--- src/rtl/sub8_serial_pkg.sv ---
// Shared types and defaults for the bit-serial subtractor.
package sub8_serial_pkg;

  localparam int DEFAULT_WIDTH = 8;

  typedef enum logic [1:0] {
    ST_IDLE = 2'd0,
    ST_RUN  = 2'd1,
    ST_DONE = 2'd2
  } state_e;

endpackage

--- src/rtl/sub8_serial_if.sv ---
// Request/result bundle between a requester (master) and the serial subtractor (slave).
interface sub8_serial_if
  import sub8_serial_pkg::*;
#(
  parameter int WIDTH = DEFAULT_WIDTH
);

  logic             start;
  logic [WIDTH-1:0] a;
  logic [WIDTH-1:0] b;
  logic             bi;
  logic             busy;
  logic             done;
  logic             bo;
  logic [WIDTH-1:0] d;

  modport master (output start, a, b, bi, input busy, done, bo, d);
  modport slave  (input start, a, b, bi, output busy, done, bo, d);

endinterface

--- src/rtl/sub8_serial_fsub1.sv ---
// One-bit full subtractor: diff = x - y - bin, bout set when the column borrows.
module sub8_serial_fsub1 (
  input  logic x,
  input  logic y,
  input  logic bin,
  output logic diff,
  output logic bout
);

  assign diff = x ^ y ^ bin;
  assign bout = (~x & y) | (~(x ^ y) & bin);

endmodule

--- src/rtl/sub8_serial.sv ---
// Bit-serial subtractor d = a - b - bi, one bit per clock LSB first, with a done pulse.
module sub8_serial
  import sub8_serial_pkg::*;
#(
  parameter int WIDTH = DEFAULT_WIDTH
) (
  input logic          clk,
  input logic          rst_n,
  sub8_serial_if.slave bus
);

  localparam int                CNT_W    = $clog2(WIDTH);
  localparam logic [CNT_W-1:0]  CNT_LAST = CNT_W'(WIDTH - 1);
  localparam logic [CNT_W-1:0]  CNT_ONE  = CNT_W'(1);

  state_e           state_r;
  logic [WIDTH-1:0] ra_r;
  logic [WIDTH-1:0] rb_r;
  logic [WIDTH-1:0] rd_r;
  logic [WIDTH-1:0] d_r;
  logic [CNT_W-1:0] cnt_r;
  logic             br_r;
  logic             bo_r;
  logic             busy_r;
  logic             done_r;
  logic             diff_s;
  logic             bout_s;
  logic [WIDTH-1:0] rd_next_s;

  sub8_serial_fsub1 u_fsub1 (
    .x    (ra_r[0]),
    .y    (rb_r[0]),
    .bin  (br_r),
    .diff (diff_s),
    .bout (bout_s)
  );

  assign rd_next_s = {diff_s, rd_r[WIDTH-1:1]};

  // Control FSM, operand/result shift registers, borrow flop and registered outputs.
  always_ff @(posedge clk or negedge rst_n) begin
    if (!rst_n) begin
      state_r <= ST_IDLE;
      ra_r    <= {WIDTH{1'b0}};
      rb_r    <= {WIDTH{1'b0}};
      rd_r    <= {WIDTH{1'b0}};
      d_r     <= {WIDTH{1'b0}};
      cnt_r   <= {CNT_W{1'b0}};
      br_r    <= 1'b0;
      bo_r    <= 1'b0;
      busy_r  <= 1'b0;
      done_r  <= 1'b0;
    end else begin
      case (state_r)
        // DONE accepts a new start exactly like IDLE, giving back-to-back operation.
        ST_IDLE, ST_DONE: begin
          done_r <= 1'b0;
          if (bus.start) begin
            ra_r    <= bus.a;
            rb_r    <= bus.b;
            br_r    <= bus.bi;
            rd_r    <= {WIDTH{1'b0}};
            cnt_r   <= {CNT_W{1'b0}};
            busy_r  <= 1'b1;
            state_r <= ST_RUN;
          end else begin
            busy_r  <= 1'b0;
            state_r <= ST_IDLE;
          end
        end
        ST_RUN: begin
          ra_r  <= {1'b0, ra_r[WIDTH-1:1]};
          rb_r  <= {1'b0, rb_r[WIDTH-1:1]};
          rd_r  <= rd_next_s;
          br_r  <= bout_s;
          cnt_r <= cnt_r + CNT_ONE;
          if (cnt_r == CNT_LAST) begin
            d_r     <= rd_next_s;
            bo_r    <= bout_s;
            busy_r  <= 1'b0;
            done_r  <= 1'b1;
            state_r <= ST_DONE;
          end else begin
            busy_r  <= 1'b1;
            done_r  <= 1'b0;
            state_r <= ST_RUN;
          end
        end
        default: begin
          busy_r  <= 1'b0;
          done_r  <= 1'b0;
          state_r <= ST_IDLE;
        end
      endcase
    end
  end

  assign bus.busy = busy_r;
  assign bus.done = done_r;
  assign bus.bo   = bo_r;
  assign bus.d    = d_r;

endmodule
--- src/flat_wrapper.sv ---
// flat-port wrapper written by rule: the top's interface ports become plain ports
module sub8_serial_flat import sub8_serial_pkg::*;
#(
  parameter int WIDTH = DEFAULT_WIDTH
)
  (clk, rst_n, bus_start, bus_a, bus_b, bus_bi, bus_busy, bus_done, bus_bo, bus_d);
  sub8_serial_if #(.WIDTH(WIDTH)) bus_i ();
  input logic clk;
  input logic rst_n;
  input wire logic [$bits(bus_i.start)-1:0] bus_start;
  input wire logic [$bits(bus_i.a)-1:0] bus_a;
  input wire logic [$bits(bus_i.b)-1:0] bus_b;
  input wire logic [$bits(bus_i.bi)-1:0] bus_bi;
  output wire logic [$bits(bus_i.busy)-1:0] bus_busy;
  output wire logic [$bits(bus_i.done)-1:0] bus_done;
  output wire logic [$bits(bus_i.bo)-1:0] bus_bo;
  output wire logic [$bits(bus_i.d)-1:0] bus_d;
  assign bus_i.start = bus_start;
  assign bus_i.a = bus_a;
  assign bus_i.b = bus_b;
  assign bus_i.bi = bus_bi;
  assign bus_busy = bus_i.busy;
  assign bus_done = bus_i.done;
  assign bus_bo = bus_i.bo;
  assign bus_d = bus_i.d;
  sub8_serial #(.WIDTH(WIDTH)) u_core (.clk(clk), .rst_n(rst_n), .bus(bus_i));
endmodule
--- config.mk ---
export PLATFORM = sky130hd
export DESIGN_NAME = sub8_serial_flat
export DESIGN_NICKNAME = d
export VERILOG_FILES = /design/src/rtl/sub8_serial_pkg.sv /design/src/rtl/sub8_serial_if.sv /design/src/rtl/sub8_serial_fsub1.sv /design/src/rtl/sub8_serial.sv /design/src/flat_wrapper.sv
export SDC_FILE = /design/constraint.sdc
export NUM_CORES = 1
export LEC_CHECK = 0
export BUFFER_PORTS_ARGS = -buffer_cell sky130_fd_sc_hd__buf_2
export CAP_MARGIN = 5
export CELL_PAD_IN_SITES_DETAIL_PLACEMENT = 1
export CELL_PAD_IN_SITES_GLOBAL_PLACEMENT = 1
export CORE_MARGIN = 3
export CORE_UTILIZATION = 42
export CTS_BUF_LIST = sky130_fd_sc_hd__clkbuf_8
export DETAILED_ROUTE_END_ITERATION = 16
export PLACE_DENSITY = 0.76
export SLEW_MARGIN = 10
export SYNTH_ARGS = -nofsm -noshare
export SYNTH_HDL_FRONTEND = slang
export SYNTH_HIERARCHICAL = 1
export SYNTH_SLANG_ARGS = --single-unit
--- constraint.sdc ---
create_clock -name clk -period 1.5 [get_ports clk]
set_input_delay 0.15 -clock clk [delete_from_list [all_inputs] [get_ports clk]]
set_output_delay 0.15 -clock clk [all_outputs]
set_load 0.03 [all_outputs]
==> impl_results.md <==
* Crit-path leading delay family: adder cells
* Netlist Area Pre-Place at 0.00186 mm^2
* Power Total at 4.85 mW
* H-tree depth at 2
* Dpl ws at 85.3 ps
* Worst path cell trace: ha_1, ha_1, nand2_8, mux2_4
* Source of the worst hold timing path: bus_a[1]
* Worst Max-Slew Pin Slew at 583 ps
* Setup crit end kind: register
* Adder-cell share of the synthesized area at 2.42%
* Data arrival time of the critical path at 1600 ps
* Final period util at 95.1%
* CTS max path bufs at 2
* GP Congestion at 0.723
* Lkg Pwr at 1.02 nW
* Cts repair resizes at 0
* Synth top area share at 51.1%
* Req. time, crit path at 1670 ps
* Via count at 1,295
* WHS at 145 ps
* Relative slew slack at 61.1%
* Status: finished, final reports clean
* Sequential fraction of the synthesis area at 51.1%
* RSZ-0062 raised after global routing: no
* F_max at 701 MHz
* Synth area leaders: dfrtp_1 51%, mux2i_1 11%, mux2_4 7.3%, a211oi_1 5.7%, nor2b_1 4.7%
* WP buf/inv at 0
* Synth warnings at 6
* Slowest stage delay, CP at 410 ps
* Hpwl dp at 2.87 mm
* Initial Util at 44.9%
* Hold path endpoint: u_core/ra_r[1]$_DFFE_PN0P_
* Fin. max-slew vios at 0
* Peak VDD IR at 0.733 mV
* Slowest CP cell: dfrtp_1
* GR Overflow Total at 0
* Commonest non-fill, non-tap cell in the layout: dfrtp_1
* Drt via density at 5.44
* Initial antenna violation count at 0
* Total core area at 0.00414 mm^2
* Top cell by count, worst path: ha_1
* Simple-gate area share of the yosys netlist at 8.08%
* CTS buffer count at 5
* Layout area overhead at 18.9%
* # rows at 23
* Setup Skew at 4.18 ps
* Antenna cells at 0
* Clk pin slew, worst setup/hold paths at 80 ps
* Synth area leader: dfrtp_1
* First-pass GRT wire length at 6.90 mm
* Synth cell types at 24
* Drt wl/cell at 16.7 um
* Fin. Hold Viols at 0
* Flop2flop setup slack at 70 ps
* Port bufs at 30
* Initial DRC Count at 69
* Root Driver: clkbuf_8
* Crit Path Max Fanout at 10
* Critical Path Start Type: register
* Die X at 72.5 um
* Largest family of logic cells by synthesized area: multiplexers
* Sinks on Clock Net at 38
* Layout Nets at 210
* Drt first pass iters at 4
* Total of max-cap violations at 0
* Synth Area per Inst at 12.2 um^2
* Die area at 0.00526 mm^2
* CTS tree: built
* Hold Crit Depth at 3
* Fillers at 461
* Crit Reg-Reg Endpoint: u_core/bus.d[6]$_DFFE_PN0P_
* Cell Pwr Density at 2190 mW/mm^2
* Critical path class: register to register
* Setup TNS at 0 ps
* Clock insertion delay at the later pin of the skew report at 280 ps
* Post-route ant nets at 0
* Pin count of the biggest net entering global routing at 33
* Total wire length at 3.97 mm
* Vias in the first global route at 1,439
* Mux share of post-synthesis cell area at 18.6%
* Post-Synth XOR/XNOR Area at 0%
* Total GRT Usage at 16.8%
* Period minus WS final at 1430 ps
* # setup viols final at 0
* Die height at 72.5 um
* Leading cell types in the layout, fill and taps excluded: 37 x dfrtp_1, 30 x buf_2, 20 x mux2i_1
* R2R Path Start: u_core/cnt_r[1]$_DFFE_PN0P_
* Min-delay worst type: input pin to register
* Final worst slack at 73.9 ps
* IO Count at 31
* Complex-gate fraction of the synthesized area at 15.3%
* R2R depth at 4
* Layout cell share with drive strength beyond 1 at 30.3%
* Synthesized flop and latch total at 38
* Mapped Nets at 176
* Residual DRC at 0
* Syn Inst Count at 153
==> Yosys cell counts <==
library cell  instances
dfrtp_1              38
mux2_2                1
and3_1                1
o21ai_0               6
a211oi_1             14
a221o_1               1
mux2i_1              20
nand2_1               4
nand3_1               2
buf_4                 3
nor2b_1              14
buf_2                 3
a22o_1                6
fa_1                  1
nor2_1                1
and2b_1               1
mux2_4                9
inv_1                 6
nand2_8               1
ha_1                  2
clkbuf_1              3
a21oi_4               1
buf_6                 1
a21oi_1              14
==> per-layer routing <==
layer / part of all wire [%] / vias to the layer above / track usage, %
met5: 0 / - / 0
met4: 1.0 / 0 / 5.74
met3: 4.5 / 4 / 3.32
met2: 51 / 31 / 27.9
met1: 43 / 645 / 22.0
li1: - / 615 / -
==> area by class of cell <==
class / instances / area [um^2] / area share [%]
Sequential cell: 38 / 952 / 43.1
Multi-Input combinational cell: 99 / 826 / 37.4
Timing Repair Buffer: 37 / 205 / 9.28
Clock buffer: 6 / 82.6 / 3.74
Tap cell: 50 / 62.6 / 2.83
Clock inverter: 2 / 60.1 / 2.72
Inverter: 6 / 22.5 / 1.02
==> worst min-delay path: stages <==
cell      delay [ps]
buf_2             80
a211oi_1          60
a21oi_1          100
==> cells by family (layout without fill, tap and decap cells) <==
group / after synthesis / in the layout
buf+inv: 16 / 51
mux: 30 / 30
simple gates: 24 / 24
flops: 38 / 38
compound gates: 42 / 42
fa+ha+maj: 3 / 3
==> through the flow <==
step / area [um^2] / std cells / util, %
4_1_cts: 2210 / 238 / 53.4
2_1_floorplan: 1860 / 153 / -
3_3_place_gp: 2060 / 229 / 49.7
6_report: 2210 / 238 / 53.4
3_5_place_dp: 2060 / 229 / 49.7
5_1_grt: 2210 / 238 / 53.4
==> where the power goes <==
| group | internal [mW] | switching, mW | leakage [nW] | total [mW] |
|---|---|---|---|---|
| clock network | 0.710 | 0.365 | 0.0714 | 1.07 |
| logic | 0.880 | 1.05 | 0.479 | 1.93 |
| registers | 1.50 | 0.343 | 0.469 | 1.84 |
==> flip-flops by register name (all words and copies together), names as in the netlist <==
name	count
u_core/rd_r	7
u_core/br_r	1
u_core/rb_r	8
u_core/ra_r	8
u_core/bus.done	1
u_core/bus.bo	1
u_core/cnt_r	3
u_core/bus.d	8
u_core/state_r	1
==> timing repair <==
action                    4_1_cts  5_1_grt
hold buffers                    1        0
hold endpoints to repair       22        0
setup buffers                   0        0
==> how the worst max path moves through the flow <==
stage                     slack [ps]                     endpoint                   startpoint  cells after the start
after global placement           120    u_core/bus.bo$_DFFE_PN0P_  u_core/cnt_r[0]$_DFFE_PN0P_                      4
after detailed placement          90  u_core/bus.d[6]$_DFFE_PN0P_  u_core/cnt_r[0]$_DFFE_PN0P_                      4
after CTS                         60  u_core/bus.d[6]$_DFFE_PN0P_  u_core/cnt_r[0]$_DFFE_PN0P_                      4
after global routing              10    u_core/bus.bo$_DFFE_PN0P_  u_core/cnt_r[0]$_DFFE_PN0P_                      4
final                             70  u_core/bus.d[6]$_DFFE_PN0P_  u_core/cnt_r[1]$_DFFE_PN0P_                      4
after floorplan                   40    u_core/bus.bo$_DFFE_PN0P_  u_core/state_r[0]$_DFF_PN0_                      5
No activity file was read; power rests on OpenSTA's default activity.
